**config.mk**
```make
export PLATFORM = sky130hd
export DESIGN_NAME = rab_intc
export DESIGN_NICKNAME = d
export VERILOG_FILES = /design/src/rtl/rab_intc.sv
export SDC_FILE = /design/constraint.sdc
export NUM_CORES = 1
export LEC_CHECK = 0
export BUFFER_PORTS_ARGS = -buffer_cell sky130_fd_sc_hd__buf_2
export CELL_PAD_IN_SITES_DETAIL_PLACEMENT = 1
export CELL_PAD_IN_SITES_GLOBAL_PLACEMENT = 2
export CORE_UTILIZATION = 35
export CTS_CLUSTER_DIAMETER = 100
export DETAILED_ROUTE_END_ITERATION = 12
export GPL_ROUTABILITY_DRIVEN = 0
export PLACE_DENSITY_LB_ADDON = 0.05
export RECOVER_POWER = 25
export SYNTH_ARGS = -nofsm -noshare
export SYNTH_HDL_FRONTEND = slang
export SYNTH_SLANG_ARGS = --single-unit
```
**constraint.sdc**
```tcl
create_clock -name sys_clk -period 1.99 [get_ports sys_clk]
set_input_delay 0.199 -clock sys_clk [delete_from_list [all_inputs] [get_ports sys_clk]]
set_output_delay 0.199 -clock sys_clk [all_outputs]
set_load 0.02 [all_outputs]
```
**src/rtl/rab_intc.sv**
```systemverilog
// RAB-slave interrupt controller: 8 synchronised sources latched into pending bits, masked and merged onto ex0.
// Define INTC_SYNC3_EN for a 3-flop source synchroniser (one extra cycle of latency); default is 2 flops.
module rab_intc #(
  parameter int ADDR_W = 16,
  parameter int DATA_W = 8,
  parameter int NSRC   = 8
) (
  input  logic              sys_clk,
  input  logic              sys_rst,
  input  logic [4:0]        baseaddr,
  input  logic              rab_write,
  input  logic              rab_read,
  input  logic [ADDR_W-1:0] rab_addr,
  input  logic [DATA_W-1:0] rab_wdata,
  output logic              rab_ack,
  output logic [DATA_W-1:0] rab_rdata,
  input  logic [NSRC-1:0]   irq_src,
  output logic              ex0
);

`ifdef INTC_SYNC3_EN
  localparam int SYNC_STAGES = 3;
`else
  localparam int SYNC_STAGES = 2;
`endif

  localparam logic [2:0] OFF_STATUS = 3'd0;
  localparam logic [2:0] OFF_MASK   = 3'd1;
  localparam logic [2:0] OFF_EDGE   = 3'd2;
  localparam logic [2:0] OFF_RAW    = 3'd3;
  localparam logic [2:0] OFF_SET    = 3'd4;
  localparam logic [2:0] OFF_ID     = 3'd5;
  localparam logic [2:0] OFF_CTRL   = 3'd6;

  typedef enum logic [1:0] {
    ST_IDLE = 2'd0,
    ST_ACK  = 2'd1,
    ST_WAIT = 2'd2
  } bus_state_e;

  bus_state_e        state_q, state_d;
  logic [NSRC-1:0]   sync_q [SYNC_STAGES];
  logic [NSRC-1:0]   sync_src, sync_src_d_q;
  logic [NSRC-1:0]   status_q, status_d;
  logic [NSRC-1:0]   mask_q, mask_d;
  logic [NSRC-1:0]   edge_q, edge_d;
  logic              en_q, en_d;
  logic              ex0_q, ex0_d;
  logic              ack_q, ack_d;
  logic [DATA_W-1:0] rdata_q, rdata_d;

  logic              req, hit, take, wr_take, rd_take;
  logic [2:0]        offset;
  logic [NSRC-1:0]   pend_set, pend_clr, sw_set, pend_masked;
  logic [DATA_W-1:0] rd_mux, id_val;
  logic              unused_addr;

  assign sync_src    = sync_q[SYNC_STAGES-1];
  assign req         = rab_write | rab_read;
  assign hit         = (rab_addr[ADDR_W-1 -: 5] == baseaddr);
  assign offset      = rab_addr[2:0];
  assign unused_addr = ^rab_addr[ADDR_W-6:3];
  assign pend_masked = status_q & mask_q;

  // Bus FSM: state register
  always_ff @(posedge sys_clk or negedge sys_rst) begin
    if (!sys_rst) state_q <= ST_IDLE;
    else          state_q <= state_d;
  end

  // Bus FSM: next state; a held request parks in WAIT so it is acked only once
  always_comb begin
    state_d = state_q;
    case (state_q)
      ST_IDLE: if (req && hit) state_d = ST_ACK;
      ST_ACK:  state_d = ST_WAIT;
      ST_WAIT: if (!req) state_d = ST_IDLE;
      default: state_d = ST_IDLE;
    endcase
  end

  // Bus FSM: outputs; write has priority over read when both are raised
  always_comb begin
    take    = (state_q == ST_IDLE) && req && hit;
    wr_take = take && rab_write;
    rd_take = take && rab_read && !rab_write;
  end

  // Fixed priority: bit 0 wins
  always_comb begin
    id_val = 8'hFF;
    for (int i = NSRC-1; i >= 0; i--) begin
      if (pend_masked[i]) id_val = DATA_W'(i);
    end
  end

  always_comb begin
    rd_mux = '0;
    case (offset)
      OFF_STATUS: rd_mux = status_q;
      OFF_MASK:   rd_mux = mask_q;
      OFF_EDGE:   rd_mux = edge_q;
      OFF_RAW:    rd_mux = sync_src;
      OFF_ID:     rd_mux = id_val;
      OFF_CTRL:   rd_mux = {{(DATA_W-1){1'b0}}, en_q};
      default:    rd_mux = '0;
    endcase
  end

  always_comb begin
    pend_clr = '0;
    sw_set   = '0;
    mask_d   = mask_q;
    edge_d   = edge_q;
    en_d     = en_q;
    if (wr_take) begin
      case (offset)
        OFF_STATUS: pend_clr = rab_wdata;
        OFF_MASK:   mask_d   = rab_wdata;
        OFF_EDGE:   edge_d   = rab_wdata;
        OFF_SET:    sw_set   = rab_wdata;
        OFF_CTRL:   en_d     = rab_wdata[0];
        default:    ;
      endcase
    end
  end

  // Set beats clear on the same bit in the same cycle
  always_comb begin
    pend_set = (edge_q & sync_src & ~sync_src_d_q) | (~edge_q & sync_src) | sw_set;
    status_d = (status_q & ~pend_clr) | pend_set;
    ex0_d    = en_q & (|pend_masked);
    ack_d    = take;
    rdata_d  = rd_take ? rd_mux : '0;
  end

  always_ff @(posedge sys_clk or negedge sys_rst) begin
    if (!sys_rst) begin
      for (int s = 0; s < SYNC_STAGES; s++) sync_q[s] <= '0;
      sync_src_d_q <= '0;
      status_q     <= '0;
      mask_q       <= '0;
      edge_q       <= '1;
      en_q         <= 1'b0;
      ex0_q        <= 1'b0;
      ack_q        <= 1'b0;
      rdata_q      <= '0;
    end else begin
      sync_q[0] <= irq_src;
      for (int s = 1; s < SYNC_STAGES; s++) sync_q[s] <= sync_q[s-1];
      sync_src_d_q <= sync_src;
      status_q     <= status_d;
      mask_q       <= mask_d;
      edge_q       <= edge_d;
      en_q         <= en_d;
      ex0_q        <= ex0_d;
      ack_q        <= ack_d;
      rdata_q      <= rdata_d;
    end
  end

  assign rab_ack   = ack_q;
  assign rab_rdata = rdata_q;
  assign ex0       = ex0_q;

endmodule

```
==> results of run 1 <==
-- cell families (layout without fill, tap and decap cells) --
kind of cell / count (synthesis) / in the layout / share of synthesized area (%)
buffers and inverters: 26 / 97 / 3.916
DFF: 61 / 61 / 57.25
muxes: 27 / 27 / 14.13
AOI/OAI and AO/OA: 34 / 34 / 8.811
and+or+nand+nor: 62 / 62 / 13.94
xor gates and xnor gates: 6 / 6 / 1.958
-- Yosys cell counts (2+ instances only) --
cell type and n:
dfrtp_1 53, clkbuf_1 4, nor4b_1 3, nor4_1 9, buf_2 3, nor2_1 3, nand2_1 21, nand3_2 2
nand4b_1 2, o21ai_0 8, mux2i_1 3, xor2_1 5, inv_1 18, a22oi_1 3, dfstp_2 8, a222oi_1 8
mux4_2 7, and3b_1 2, mux2_2 17, a21oi_1 9, and3_1 2, nand2b_1 10
-- what timing repair did --
item	CTS	global route
buffers inserted	0	0
resized for setup	0	0
hold endpoints to repair	26	0
endpoints found under the setup margin	0	8
hold buffers	9	0
-- worst min-delay path by stage --
stage / to / slack, ns / from / cells past startpoint
after floorplan: en_q / -0.1 / sys_rst / 0
after global placement: sync_src[7] / 0.20 / sys_rst / 1
after detailed placement: sync_src[7] / 0.20 / sys_rst / 1
after CTS: edge_q[3] / 0.13 / rab_wdata[3] / 2
after global routing: edge_q[3] / 0.13 / rab_wdata[3] / 2
final: mask_q[2] / 0.14 / rab_wdata[2] / 2
-- stage by stage --
stage / hold slack [ns] / utilization [%] / setup WS [ns]
3_3_place_gp: 0.2040 / 42.06 / 0.1213
2_1_floorplan: -0.09659 / - / 0.4458
3_5_place_dp: 0.2003 / 42.06 / 0.09090
4_1_cts: 0.1253 / 46.22 / 0.06920
5_1_grt: 0.1345 / 46.20 / 0.03045
6_report: 0.1427 / 46.20 / 0.2154
-- final cells by class --
cell class | count | area, µm²
tap | 99 | 123.9
multi-input combinational | 129 | 1042
timing repair buffer | 63 | 401.6
fill | 800 | 3944
sequential | 61 | 1536
clock inverter | 6 | 87.58
clock buffer | 10 | 127.6
inverter | 18 | 67.56
-- worst reg2reg max path, delay by kind of cell, from the launching register on --
family	cells	cell delay [ns]
mux	1	0.35
compound gates	1	0.21
flops	1	0.37
simple gates	2	0.72
-- registers in the layout, indices dropped and copies added, names as in the netlist --
register and flops:
edge_q 8, mask_q 8, sync_q 8, status_q 8
rab_rdata 8, en_q 1, ex0 1, state_q 2
sync_src 8, rab_ack 1, sync_src_d_q 8
-- routing by layer --
metal	track usage, %	vias up	wire length (µm)
met5	0	-	0
met4	6.926	0	99
met3	5.263	8	226
met2	31.47	41	3220
met1	24.35	1003	3170
li1	-	915	-
-- power breakdown --
| group | leakage (nW) | internal, mW | switching [mW] |
|---|---|---|---|
| clock network | 0.0985 | 0.703 | 0.509 |
| registers | 0.724 | 1.29 | 0.0322 |
| logic | 0.759 | 0.142 | 0.157 |
| total | 1.58 | 2.14 | 0.698 |
==> out/metrics.csv, run 1 <==
stage,metric,value,unit
run_status,run status,"finished, final reports clean",
global_route,largest net degree at the start of global routing,42,
timing,period utilisation layout,89.18,%
setup_path,crit path buf inv count,0,
synth,Ys Warns,0,
synth,share of the synthesized area in the top cell type,49.42,%
timing,# setup viols final,0,
floorplanning,DIE WIDTH,89.57,µm
setup_path,crit path from,state_q[0],
floorplanning,Initial Utilization,36.61,%
floorplanning,area of the die,8022,µm²
cells_and_area,Antenna diodes,0,
clock_network,clock tree buffer depth,2,
timing,fin crit period,1.775,ns
setup_path,Reg-to-Reg Start,state_q[0],
floorplanning,Core Rows,31,
setup_path,CP Depth,4,
setup_path,crit path launch type,flip-flop,
routing,final wirelength,6.716,mm
global_route,antenna violations before repair,0,
setup_path,crit-path leading delay family,simple AND/OR/NAND/NOR gates,
clock_network,later-pin clock latency in the skew report,0.34,ns
timing,RSZ-0062 raised after global routing,no,
global_route,GRT Util Overall,19.20,%
setup_path,CP Capture Point,mask_q[4],
setup_path,Worst Path Max Fanout,8,
timing,"Slew Viols, Final",0,
clock_network,total CTS buffers,9,
synth,Post-synth EDFFs,0,
synth,"top cells by area, synth","dfrtp_1, dfstp_2, mux2_2, mux4_2, a222oi_1",
cells_and_area,area delta synth->final,26.20,%
setup_path,Worst EP arrival,2.00,ns
setup_path,worst r2r path cells,4,
place,# port buffers,42,
setup_path,"slowest stage cell, crit path",nor4_4,
cells_and_area,fin area,3387,µm²
routing,Initial DRC Count,93,
global_route,GRT overflow,0,
cells_and_area,most frequent cells in the layout,"dfrtp_1, buf_2, nand2_1",
cells_and_area,"most common cell after layout, fill and taps aside",dfrtp_1,
setup_path,worst endpoint required time,2.21,ns
synth,synthesized area per cell,12.43,µm²
setup_path,critical path type,flip-flop to flip-flop,
clock_network,# H-tree levels,3,
place,placed inst area,3083,µm²
routing,drt pass-1 iters,4,
setup_path,Worst setup EP type,flip-flop,
synth,syn nets,257,
global_route,global-route wire length before repair,10.70,mm
synth,ys flop type,dfrtp_1,
timing,Max Clk Rate,0.5635,GHz
setup_path,R2R setup slack,0.22,ns
cells_and_area,NumNets Final,323,
timing,Relative slew margins,15.30,%
routing,Routed Antenna Nets,0,
clock_network,Clock Tree Root,clkbuf_8,
synth,post-synthesis async set-or-reset flop share,100.0,%
place,placed cell count,361,
synth,sequential area share after synthesis,57.25,%
clock_network,clock slew at reported path FFs,0.07,ns
pwr,Worst VDD drop,0.4095,mV
routing,drc violations,0,
timing,Final Skew,0.01224,ns
synth,mapped cell area,2684,µm²
global_route,vias in the first global route,2036,
routing,via count,1967,
place,DPL Wire Length,4.673,mm
setup_path,reg2reg end,mask_q[4],
routing,vias per inst,5.096,
cells_and_area,fin cells,386,
min_path,HP Class,input port to flip-flop,
clock_network,CTS tree,done,
floorplanning,I/O pin count,51,
timing,Hold Fails Final Rpt,0,
setup_path,slowest cell delay on critical path,0.38,ns
pwr,Power per Cell Area,837.2,nW/µm²
clock_network,Clock Sinks,61,
timing,Slew @ Worst Pin,1.271,ns
synth,Seq cells post-synth,61,
synth,cell taking the most area after synthesis,dfrtp_1,
pwr,Tot Pwr,2.836,mW
routing,routed len/inst,17.40,µm
synth,Mapped Cells,216,
cells_and_area,layout cells sized above 1,36.24,%
job,Max Cap Viol,0,
floorplanning,Die Ht,89.57,µm
floorplanning,total core area,7331,µm²
pwr,static leakage,1.582,nW
timing,setup_tns,0,ns
synth,Yosys cell types,38,
setup_path,cells along the critical path,"o21bai_1, nor4_4, nand3_2, mux2_2",
Power figures use the tool's default switching activity.
==> inputs of run 2 (changes only) <==
CORE_UTILIZATION = 36   (was 35)
SLEW_MARGIN = 20   (was default)
==> run 2 against run 1 <==
Net effect: clock skew rose by 0.0010 ns; count of clock-buffer cells in the layout unchanged; core utilization grew 1.4 points; non-clock buffer count rose by 1; die area down 2.7%; via count is 1.1% lower; sequential cell count unchanged; worst hold slack worse by 0.0017 ns; setup slack worse by 0.0098 ns; final cell count rose by 0.26%; critical path depth increased by 1.
==> out/metrics.csv, run 2 (synthesis results as in run 1) <==
stage,metric,value,unit
run_status,run status,"finished, final reports clean",
timing,RSZ-0062 raised after global routing,no,
place,pre-CTS setup slack,0.1726,ns
setup_path,"slowest stage cell, crit path",dfrtp_1,
timing,"Slew Viols, Final",0,
setup_path,crit-path leading delay family,simple AND/OR/NAND/NOR gates,
setup_path,Worst EP arrival,2.01,ns
cells_and_area,FF+latch area,1536,µm²
floorplanning,Core Rows,31,
setup_path,Worst setup EP type,flip-flop,
floorplanning,Initial Utilization,37.20,%
clock_network,Clock Sinks,61,
timing,setup_tns,0,ns
clock_network,Clock Tree Root,clkbuf_8,
timing,# setup viols final,0,
routing,Initial DRC Count,92,
global_route,global-route wire length before repair,10.56,mm
clock_network,"Setup Fix Bufs, Post-CTS",0,
place,DPL Wire Length,4.481,mm
place,# port buffers,42,
setup_path,slowest cell delay on critical path,0.37,ns
timing,fin crit period,1.784,ns
setup_path,critical path type,flip-flop to flip-flop,
routing,drc violations,0,
pwr,static leakage,1.600,nW
setup_path,R2R setup slack,0.21,ns
clock_network,CTS tree,done,
routing,Routed Antenna Nets,0,
cells_and_area,area delta synth->final,27.88,%
cells_and_area,"most common cell after layout, fill and taps aside",dfrtp_1,
floorplanning,I/O pin count,51,
setup_path,crit path launch type,flip-flop,
floorplanning,total core area,7214,µm²
global_route,antenna violations before repair,0,
clock_network,clock slew at reported path FFs,0.07,ns
global_route,GRT Util Overall,19.11,%
setup_path,worst endpoint required time,2.21,ns
cells_and_area,Multi-input gate area,1042,µm²
timing,Slew @ Worst Pin,1.151,ns
clock_network,total CTS buffers,9,
cells_and_area,Antenna diodes,0,
cells_and_area,most frequent cells in the layout,"dfrtp_1, buf_2, nand2_1",
cells_and_area,layout cells sized above 1,36.46,%
setup_path,crit path from,state_q[0],
setup_path,cells along the critical path,"o21bai_1, nor4_4, buf_12, nand3_2, mux2_2",
timing,Relative slew margins,23.25,%
routing,via count,1945,
floorplanning,area of the die,7804,µm²
routing,drt pass-1 iters,4,
setup_path,worst r2r path cells,5,
timing,Final Skew,0.01326,ns
routing,vias per inst,5.026,
timing,Max Clk Rate,0.5604,GHz
global_route,largest net degree at the start of global routing,41,
setup_path,Reg-to-Reg Start,state_q[0],
timing,Hold Fails Final Rpt,0,
cells_and_area,# fillers,810,
timing,final setup margin,0.2055,ns
cells_and_area,NumNets Final,324,
timing,period utilisation layout,89.67,%
floorplanning,DIE WIDTH,88.34,µm
global_route,GRT overflow,0,
timing,Min Hold Slack,0.1410,ns
job,Max Cap Viol,0,
routing,routed len/inst,16.63,µm
setup_path,reg2reg end,mask_q[1],
global_route,vias in the first global route,1902,
pwr,Power per Cell Area,857.6,nW/µm²
setup_path,CP Depth,5,
setup_path,CP Capture Point,mask_q[1],
floorplanning,Die Ht,88.34,µm
pwr,Worst VDD drop,0.3467,mV
clock_network,clock tree buffer depth,2,
routing,final wirelength,6.437,mm
setup_path,crit path buf inv count,1,
setup_path,Worst Path Max Fanout,15,
clock_network,later-pin clock latency in the skew report,0.34,ns
clock_network,# H-tree levels,3,
min_path,HP Class,input port to flip-flop,
==> run 2: cell count changes in the layout (fill, tap and decap cells not counted), sizes merged <==
cell    delta
buf        +1
bufinv     +1
clkinv     -1
==> run 2: layer usage <==
| layer | GRT usage, % | vias to the layer above | routed length [µm] |
|---|---|---|---|
| li1 | - | 914 | - |
| met5 | 0 | - | 0 |
| met4 | 5.279 | 0 | 44 |
| met3 | 6.437 | 5 | 258 |
| met1 | 25.49 | 980 | 3075 |
| met2 | 29.79 | 46 | 3057 |
==> run 2: layout make-up <==
class / instances / area share, %
Sequential cell: 61 / 44.77
Multi-Input combinational cell: 129 / 30.37
Timing Repair Buffer: 64 / 12.29
Clock buffer: 10 / 3.719
Tap cell: 99 / 3.609
Clock inverter: 6 / 3.281
Inverter: 18 / 1.969
==> run 2: worst min-delay path by stage <==
| stage | cells after the start | to | startpoint | slack [ns] |
|---|---|---|---|---|
| 2_1_floorplan | 0 | en_q | sys_rst | -0.1 |
| 3_3_place_gp | 1 | sync_src_d_q[7] | sys_rst | 0.19 |
| 3_5_place_dp | 1 | sync_q[15] | sys_rst | 0.18 |
| 4_1_cts | 2 | mask_q[3] | rab_wdata[3] | 0.12 |
| 5_1_grt | 2 | mask_q[7] | rab_wdata[7] | 0.13 |
| 6_report | 2 | mask_q[3] | rab_wdata[3] | 0.14 |
==> run 2: through the flow <==
step | util, % | cell area [µm²] | total power, mW | std cells
2_1_floorplan | - | 2684 | 1.497 | 216
3_3_place_gp | 43.01 | 3103 | 1.639 | 362
3_5_place_dp | 43.01 | 3103 | 1.643 | 362
4_1_cts | 47.59 | 3433 | 2.989 | 387
5_1_grt | 47.57 | 3432 | 3.074 | 387
6_report | 47.57 | 3432 | 2.943 | 387
==> run 2: repair_timing <==
action	4_1_cts	5_1_grt
gates resized for setup	0	0
hold buffers	9	0
endpoints found under the hold margin	26	0
endpoints found under the setup margin	0	0
==> run 2: report_power, final <==
part | switching [mW] | total (mW) | internal [mW]
clock network | 0.484 | 1.32 | 0.831
logic | 0.157 | 0.302 | 0.145
registers | 0.0323 | 1.33 | 1.29
total | 0.673 | 2.94 | 2.27
